<file path="src/rtl/apb_rr_arbiter.sv">
// Round-robin arbiter sharing one downstream APB4 slave port among NumReq upstream APB4 masters.
// The winning access is replayed downstream with a fresh setup and access phase.

package apb_rr_arbiter_pkg;

  typedef struct packed {
    logic [31:0] paddr;
    logic [2:0]  pprot;
    logic        psel;
    logic        penable;
    logic        pwrite;
    logic [31:0] pwdata;
    logic [3:0]  pstrb;
  } apb_req_t;

  typedef struct packed {
    logic        pready;
    logic [31:0] prdata;
    logic        pslverr;
  } apb_resp_t;

  typedef enum logic [1:0] {
    Idle   = 2'd0,
    Setup  = 2'd1,
    Access = 2'd2
  } apb_rr_state_e;

endpackage

module apb_rr_arbiter
  import apb_rr_arbiter_pkg::*;
#(
  parameter int unsigned NumReq = 2,
  parameter type         req_t  = apb_req_t,
  parameter type         resp_t = apb_resp_t,
  localparam int unsigned IdxW  = (NumReq > 1) ? $clog2(NumReq) : 1
) (
  input  logic            pclk_i,
  input  logic            preset_ni,
  input  req_t            slv_req_i  [NumReq],
  output resp_t           slv_resp_o [NumReq],
  output req_t            mst_req_o,
  input  resp_t           mst_resp_i,
  output apb_rr_state_e   dbg_state_o,
  output logic [IdxW-1:0] dbg_idx_o,
  output logic [IdxW-1:0] dbg_ptr_o
);

  // Handshake: an upstream request is pending while psel & penable are high; it is
  // consumed only in the cycle its own pready is returned high. Downstream follows
  // plain APB4: setup for one cycle, then access held until the slave's pready.

  apb_rr_state_e   fsm_q, fsm_d;
  logic [IdxW-1:0] idx_q, idx_d;
  logic [IdxW-1:0] ptr_q, ptr_d;

  logic [NumReq-1:0] pending;
  logic [NumReq-1:0] resp_pready;
  logic [IdxW-1:0]   winner;
  logic              any_pending;
  logic              complete;
  int unsigned       scan_j;

  always_comb begin
    pending = '0;
    for (int unsigned i = 0; i < NumReq; i++) begin
      pending[i] = slv_req_i[i].psel & slv_req_i[i].penable;
    end
  end

  // Scan starts at ptr_q and wraps, so the first hit is the round-robin winner.
  always_comb begin
    winner      = '0;
    any_pending = 1'b0;
    scan_j      = 0;
    for (int unsigned k = 0; k < NumReq; k++) begin
      scan_j = 32'(ptr_q) + k;
      if (scan_j >= NumReq) begin
        scan_j = scan_j - NumReq;
      end
      if (!any_pending && pending[scan_j]) begin
        any_pending = 1'b1;
        winner      = IdxW'(scan_j);
      end
    end
  end

  assign complete = (fsm_q == Access) && mst_resp_i.pready;

  always_comb begin
    fsm_d = fsm_q;
    idx_d = idx_q;
    ptr_d = ptr_q;
    unique case (fsm_q)
      Idle: begin
        if (any_pending) begin
          idx_d = winner;
          fsm_d = Setup;
        end
      end
      Setup: begin
        fsm_d = Access;
      end
      Access: begin
        if (mst_resp_i.pready) begin
          fsm_d = Idle;
          ptr_d = (idx_q == IdxW'(NumReq - 1)) ? '0 : idx_q + 1'b1;
        end
      end
      default: begin
        fsm_d = Idle;
      end
    endcase
  end

  always_ff @(posedge pclk_i or negedge preset_ni) begin
    if (!preset_ni) begin
      fsm_q <= Idle;
      idx_q <= '0;
      ptr_q <= '0;
    end else begin
      fsm_q <= fsm_d;
      idx_q <= idx_d;
      ptr_q <= ptr_d;
    end
  end

  // Address/data follow the held winner; only the FSM decides psel/penable.
  always_comb begin
    mst_req_o         = slv_req_i[idx_q];
    mst_req_o.psel    = (fsm_q == Setup) || (fsm_q == Access);
    mst_req_o.penable = (fsm_q == Access);
  end

  // A winner that dropped psel mid-transfer gets nothing back.
  always_comb begin
    resp_pready = '0;
    for (int unsigned i = 0; i < NumReq; i++) begin
      slv_resp_o[i]  = '0;
      resp_pready[i] = complete && (idx_q == IdxW'(i)) && slv_req_i[i].psel;
      if (resp_pready[i]) begin
        slv_resp_o[i] = mst_resp_i;
      end
    end
  end

  assign dbg_state_o = fsm_q;
  assign dbg_idx_o   = idx_q;
  assign dbg_ptr_o   = ptr_q;

  a_setup_to_access: assert property (@(posedge pclk_i) disable iff (!preset_ni)
    fsm_q == Setup |=> fsm_q == Access);

  a_winner_held: assert property (@(posedge pclk_i) disable iff (!preset_ni)
    fsm_q != Idle |=> $stable(idx_q) || fsm_q == Setup);

  a_single_response: assert property (@(posedge pclk_i) disable iff (!preset_ni)
    $onehot0(resp_pready));

endmodule

</file>
<file path="config.mk">
export PLATFORM = sky130hd
export DESIGN_NAME = apb_rr_arbiter
export DESIGN_NICKNAME = d
export VERILOG_FILES = /design/src/rtl/apb_rr_arbiter.sv
export SDC_FILE = /design/constraint.sdc
export NUM_CORES = 1
export LEC_CHECK = 0
export BUFFER_PORTS_ARGS = -buffer_cell sky130_fd_sc_hd__buf_2
export CORE_AREA = 2 2 128 130
export CTS_CLUSTER_SIZE = 20
export DETAILED_ROUTE_END_ITERATION = 8
export DIE_AREA = 0 0 130 132
export SYNTH_ARGS = -nofsm -noshare
export SYNTH_HDL_FRONTEND = slang
export SYNTH_SLANG_ARGS = --single-unit
</file>
<file path="constraint.sdc">
create_clock -name pclk_i -period 1.6 [get_ports pclk_i]
set_input_delay 0 -clock pclk_i [delete_from_list [all_inputs] [get_ports pclk_i]]
set_output_delay 0 -clock pclk_i [all_outputs]
set_load 0.1 [all_outputs]
</file>
==> metrics.md, run 1 <==
| Metric | Value |
|---|---|
| Status | complete, but fails checks |
| Failing checks | negative setup slack |
| VDD IR max | 1477 uV |
| Total area of sequential cells | 111.4 sq um |
| Synth area leader | mux2_2 |
| Max-cap violation count | 0 |
| Distinct cells, synth | 21 |
| First-pass GRT wire length | 16.62 mm |
| TritonCTS clock tree | yes |
| P&R area growth vs syn | 265.1% |
| Drt pass-1 iters | 4 |
| Cell Pwr Density | 1864 nW/um^2 |
| Setup TNS | -9.675 ns |
| TritonCTS Sinks | 4 |
| M3 GR Usage | 3.977% |
| Vias per cell | 3.713 |
| Top Ports | 330 |
| # rows | 46 |
| DPL Wire Length | 11.13 mm |
| Most Crowded Layer GR | met2 |
| Setup Buffers After CTS | 0 |
| Multi-input combinational cell area | 1518 sq um |
| Tot Pwr | 10.92 mW |
| Worst-Skew Late Latency | 0.22 ns |
| Met2 Usage GRT | 25.31% |
| Filler cells | 1,514 |
| Post-Place Worst Slack | 0.008141 ns |
| Most used cell, CP | buf_12 |
| Share of layout cells above drive strength 1 | 96.81% |
| Slew HR | 64.25% |
| Synth warn | 0 |
| CP max FO | 34 |
| Worst-margin pin slew | 0.5400 ns |
| Total number of vias | 2,673 |
| GPL Wtd Cong | 0.8134 |
| TritonCTS buffer count | 3 |
| DRC Markers | 0 |
| Sequential area share after synthesis | 6.240% |
| Syn Nets | 363 |
| WP data arrival | 1.80 ns |
| Number of global-route vias before repair | 2,805 |
| CP peak stage delay | 0.48 ns |
| Root buf cell | clkbuf_16 |
| Total GRT Usage | 12.90% |
| Post-Synthesis Mean Instance Area | 9.114 sq um |
| Die Span Y | 132 microns |
| Post-synthesis cell area | 1604 sq um |
| Final non-filler cell total | 720 |
| Routed WL | 11.79 mm |
| GRT met1 Usage | 13.01% |
| GRT overflow | 0 |
| Yosys reg bits | 4 |
| RSZ-0062 raised after global routing | yes |
| CP cell instances | inv_4, ha_4, nand2_4, nor3b_4, buf_12, and2_2, buf_12 |
| Die area | 17,160 sq um |
| CP max stage cell | dfrtp_4 |
| Crit path time final | 1.798 ns |
| I/O Buffers | 329 |
| Max Freq | 556.2 MHz |
| Fin. Hold Viols | 0 |
| Die width | 130 microns |
| Yosys top cell area share | 51.25% |
| Hold Crit Class | primary input to register |
| Antenna violations before repair | 3 |
| DRT iter0 DRCs | 57 |
| Critical path class | register to output port |
| Fin. max-slew vios | 0 |
| Clock transition at path regs | 0.03 ns |
| Final setup fails | 67 |
| Setup ws final | -0.1979 ns |
| Fin util | 37.28% |
| H-tree levels | 1 |
| Leakage power | 2.737 nW |
| Initial core utilization | 10.21% |
| Clock Skew | 0.001674 ns |
| Clk buf depth | 2 |
| Crit path launch type | register |
| Mapped Cells | 176 |
| Top cells by area, synth | mux2_2 (51%), and2_1 (26%), buf_6 (6.3%), dfrtp_1 (6.2%), ha_1 (2.3%) |
| DRT antenna net count | 0 |
| Placed cells | 713 |
| Final worst path period share | 112.4% |
| Worst Path Required | 1.60 ns |
| Pin count of the biggest net entering global routing | 44 |
| Nets | 690 |
| Core box area | 15,710 sq um |
| Setup crit end kind | output port |
| WL/cell | 16.38 microns |
## critical path, delay by kind of cell (launching register included)
family	cells	cell delay [ns]
and+or+nand+nor	3	0.47
buffers and inverters	3	0.46
adders and majority gates	1	0.15
DFF	1	0.48
## metrics by stage
step / hold slack [ns] / cell area [sq um]
after floorplan: -0.2956 / 1792
after global placement: -0.1945 / 5756
after detailed placement: -0.1942 / 5756
after CTS: 0.02878 / 5844
after global routing: 0.05133 / 5857
final: 0.03025 / 5857
## flip-flops by register name, summed over array words and instances, names as in the netlist
name	flops
dbg_idx_o	1
dbg_ptr_o	1
dbg_state_o	2
## Yosys cell counts
master	number
clkbuf_2	2
buf_4	1
a31oi_1	1
a22oi_1	1
buf_6	9
mux2_2	73
nand2_1	2
nand3_1	1
o21ai_0	2
buf_2	2
and2_1	66
o21a_1	1
nor3b_4	1
nor2_2	1
inv_1	2
ha_1	3
nand2_2	1
a21oi_1	1
dfrtp_1	4
a41oi_1	1
nor2b_1	1
## layout by cell type (no fill, tap or decap)
cell type / n
buf_2: 188
buf_12: 143
mux2_2: 73
and2_4: 38
and2_2: 28
clkbuf_16: 3
dfrtp_4: 3
buf_4: 3
diode_2: 2
nand2_1: 2
o21ai_0: 2
ha_1: 2
nand2_4: 1
nor2_2: 1
nor3b_4: 1
inv_1: 1
inv_4: 1
nor2b_2: 1
a22oi_1: 1
o21a_1: 1
a21oi_1: 1
nand3_1: 1
a31oi_1: 1
a41oi_1: 1
ha_4: 1
clkbuf_1: 1
dfrtp_1: 1
dlygate4sd3_1: 1
buf_16: 1
## routing by layer
layer | vias up | wire, microns
met5 | - | 0
met4 | 0 | 135
met3 | 6 | 1270
met2 | 210 | 6419
met1 | 1201 | 3969
li1 | 1256 | -
## worst paths after layout
check | slack (ns) | startpoint | cells past startpoint | to
max reg2reg | 0.17 | dbg_state_o[1] | 4 | dbg_state_o[1]
max | -0.20 | dbg_state_o[0] | 7 | slv_resp_o[35]
max in group asynchronous | 1.36 | preset_ni | 2 | dbg_idx_o
min | 0.03 | slv_req_i[111] | 2 | dbg_idx_o
min reg2reg | 0.55 | dbg_ptr_o | 2 | dbg_ptr_o
min in group asynchronous | 0.11 | preset_ni | 2 | dbg_state_o[0]
## what timing repair did
item / 4_1_cts / 5_1_grt
cloned: 0 / 0
hold endpoints to repair: 4 / 0
gates resized for setup: 0 / 1
hold buffers: 1 / 0
setup endpoints to repair: 70 / 105
## cells by family after synthesis
logic type | synth area share [%]
adders and majority gates | 2.340
and+or+nand+nor | 28.86
AOI/OAI and AO/OA | 2.809
muxes | 51.25
buffers and inverters | 8.503
DFF | 6.240
## power by group
part	total, mW	internal, mW	switching [mW]
logic	10.3	3.60	6.65
registers	0.267	0.172	0.0946
clock network	0.399	0.329	0.0695
## area by class of cell
type / count / area share [%]
well taps: 216 / 4.614
clock buffers: 4 / 1.346
flip-flops and latches: 4 / 1.901
inverters: 2 / 0.1709
diodes: 2 / 0.08545
multi-input cells: 156 / 25.91
repair buffers: 336 / 65.97
Note: power is estimated with default switching activity, not from simulation.
==> run 2: changes to the inputs <==
SKIP_LAST_GASP = 1   (was unset)
==> metrics.md, run 2 (synthesis gave the netlist of run 1 again) <==
| Metric | Value |
|---|---|
| CP max stage cell | dfrtp_4 |
| CP cell instances | inv_4, ha_4, nand2_4, nor3b_4, buf_12, and2_2, buf_12 |
| # rows | 46 |
| Worst-Skew Late Latency | 0.22 ns |
| Worst-case reg-to-reg path depth | 4 |
| Final non-filler cell total | 720 |
| Max-cap violation count | 0 |
| Die Span Y | 132 microns |
| Top Ports | 330 |
| Clock transition at path regs | 0.03 ns |
| Setup TNS | -9.870 ns |
| Routed WL | 11.80 mm |
| Vias per cell | 3.715 |
| Total number of vias | 2,675 |
| Crit path launch type | register |
| Slew HR | 64.25% |
| Antenna violations before repair | 3 |
| Cell count along the critical path | 7 |
| GRT overflow | 0 |
| Status | complete, but fails checks |
| Fin. Hold Viols | 0 |
| Critical path class | register to output port |
| GPL Wtd Cong | 0.8134 |
| TritonCTS Sinks | 4 |
| VDD IR max | 1477 uV |
| Core box area | 15,710 sq um |
| Share of layout cells above drive strength 1 | 96.81% |
| Commonest non-fill, non-tap cells in the layout | buf_2 (188), buf_12 (143), mux2_2 (73) |
| Total GRT Usage | 12.91% |
| Initial core utilization | 10.21% |
| Fin util | 37.28% |
| Setup Buffers After CTS | 0 |
| Cell Pwr Density | 1865 nW/um^2 |
| Nets | 690 |
| Clock Skew | 0.001791 ns |
| WL/cell | 16.38 microns |
| CP peak stage delay | 0.48 ns |
| Crit-path leading delay family | flip-flops |
| Crit path time final | 1.804 ns |
| Number of global-route vias before repair | 2,800 |
| Tot Pwr | 10.92 mW |
| Worst Path Required | 1.60 ns |
| Die width | 130 microns |
| Clk buf depth | 2 |
| Max reg flops | 2 |
| Hold Crit Class | primary input to register |
| Most used cell, CP | buf_12 |
| DRT iter0 DRCs | 48 |
| P&R area growth vs syn | 265.1% |
| Worst-margin pin slew | 0.5400 ns |
| Pin count of the biggest net entering global routing | 44 |
| Placed cells | 713 |
| Failing checks | negative setup slack |
| Drt pass-1 iters | 4 |
| DRC Markers | 0 |
| Hold Crit Depth | 2 |
| WP data arrival | 1.80 ns |
| First-pass GRT wire length | 16.63 mm |
| Die area | 17,160 sq um |
| CP max FO | 34 |
| Setup crit end kind | output port |
| I/O Buffers | 329 |
| TritonCTS buffer count | 3 |
| Commonest non-fill, non-tap cell in the layout | buf_2 |
| Final setup fails | 67 |
| Bufs and invs on worst path | 3 |
| Max Freq | 554.3 MHz |
| Final worst path period share | 112.8% |
| Fin. max-slew vios | 0 |
| DPL Wire Length | 11.13 mm |
| Setup ws final | -0.2040 ns |
| Leakage power | 2.737 nW |
| TritonCTS clock tree | yes |
| H-tree levels | 1 |
| RSZ-0062 raised after global routing | yes |
| Root buf cell | clkbuf_16 |
| DRT antenna net count | 0 |
[run 2: cell counts in the layout (fill, tap and decap cells not counted)]
No cell type changed its count.
[run 2: where the power goes]
group / switching, mW / internal, mW / leakage (nW)
registers: 0.0946 / 0.172 / 0.0461
logic: 6.65 / 3.60 / 2.65
clock network: 0.0699 / 0.329 / 0.0382
total: 6.82 / 4.11 / 2.74
[run 2: routing by layer]
metal	wire length, microns	share of wire, %	GRT usage (%)	up-vias
li1	-	-	-	1256
met1	3962	34	13.03	1203
met2	6423	54	25.31	210
met3	1273	11	3.977	6
met4	135	1.1	2.927	0
met5	0	0	0	-
[run 2: final timing paths]
path	startpoint	end	slack, ns
max in group asynchronous	preset_ni	dbg_idx_o	1.36
max	dbg_state_o[0]	slv_resp_o[35]	-0.20
min in group asynchronous	preset_ni	dbg_state_o[0]	0.11
min reg2reg	dbg_ptr_o	dbg_ptr_o	0.55
min	slv_req_i[111]	dbg_idx_o	0.03
max reg2reg	dbg_state_o[1]	dbg_state_o[1]	0.16
[run 2: area by class of cell]
class | count | area, sq um
fillers | 1514 | 9856
repair buffers | 336 | 3864
multi-input cells | 156 | 1518
well taps | 216 | 270.3
flip-flops and latches | 4 | 111.4
clock buffers | 4 | 78.83
inverters | 2 | 10.01
diodes | 2 | 5.005
[run 2: what timing repair did]
action / 4_1_cts / 5_1_grt
gates resized for setup: 0 / 1
endpoints found under the setup margin: 70 / 105
hold endpoints to repair: 4 / 0
hold buffers: 1 / 0
[run 2: worst reg2reg max path, delay by kind of cell (launching register included)]
kind | cells | cell delay, ns
AO/OA/AOI/OAI | 1 | 0.13
flip-flops | 1 | 0.49
multiplexers | 1 | 0.35
adder cells (fa/ha/maj) | 1 | 0.18
AND/OR/NAND/NOR | 1 | 0.16
[run 2: stage by stage]
step                      setup WS [ns]  cell area [sq um]  hold slack, ns
after global routing            -0.2754               5857         0.05133
after floorplan                 -0.4994               1792         -0.2956
final                           -0.2040               5857         0.03019
after global placement          0.04923               5756         -0.1945
after CTS                       -0.2298               5844         0.02878
after detailed placement       0.008141               5756         -0.1942
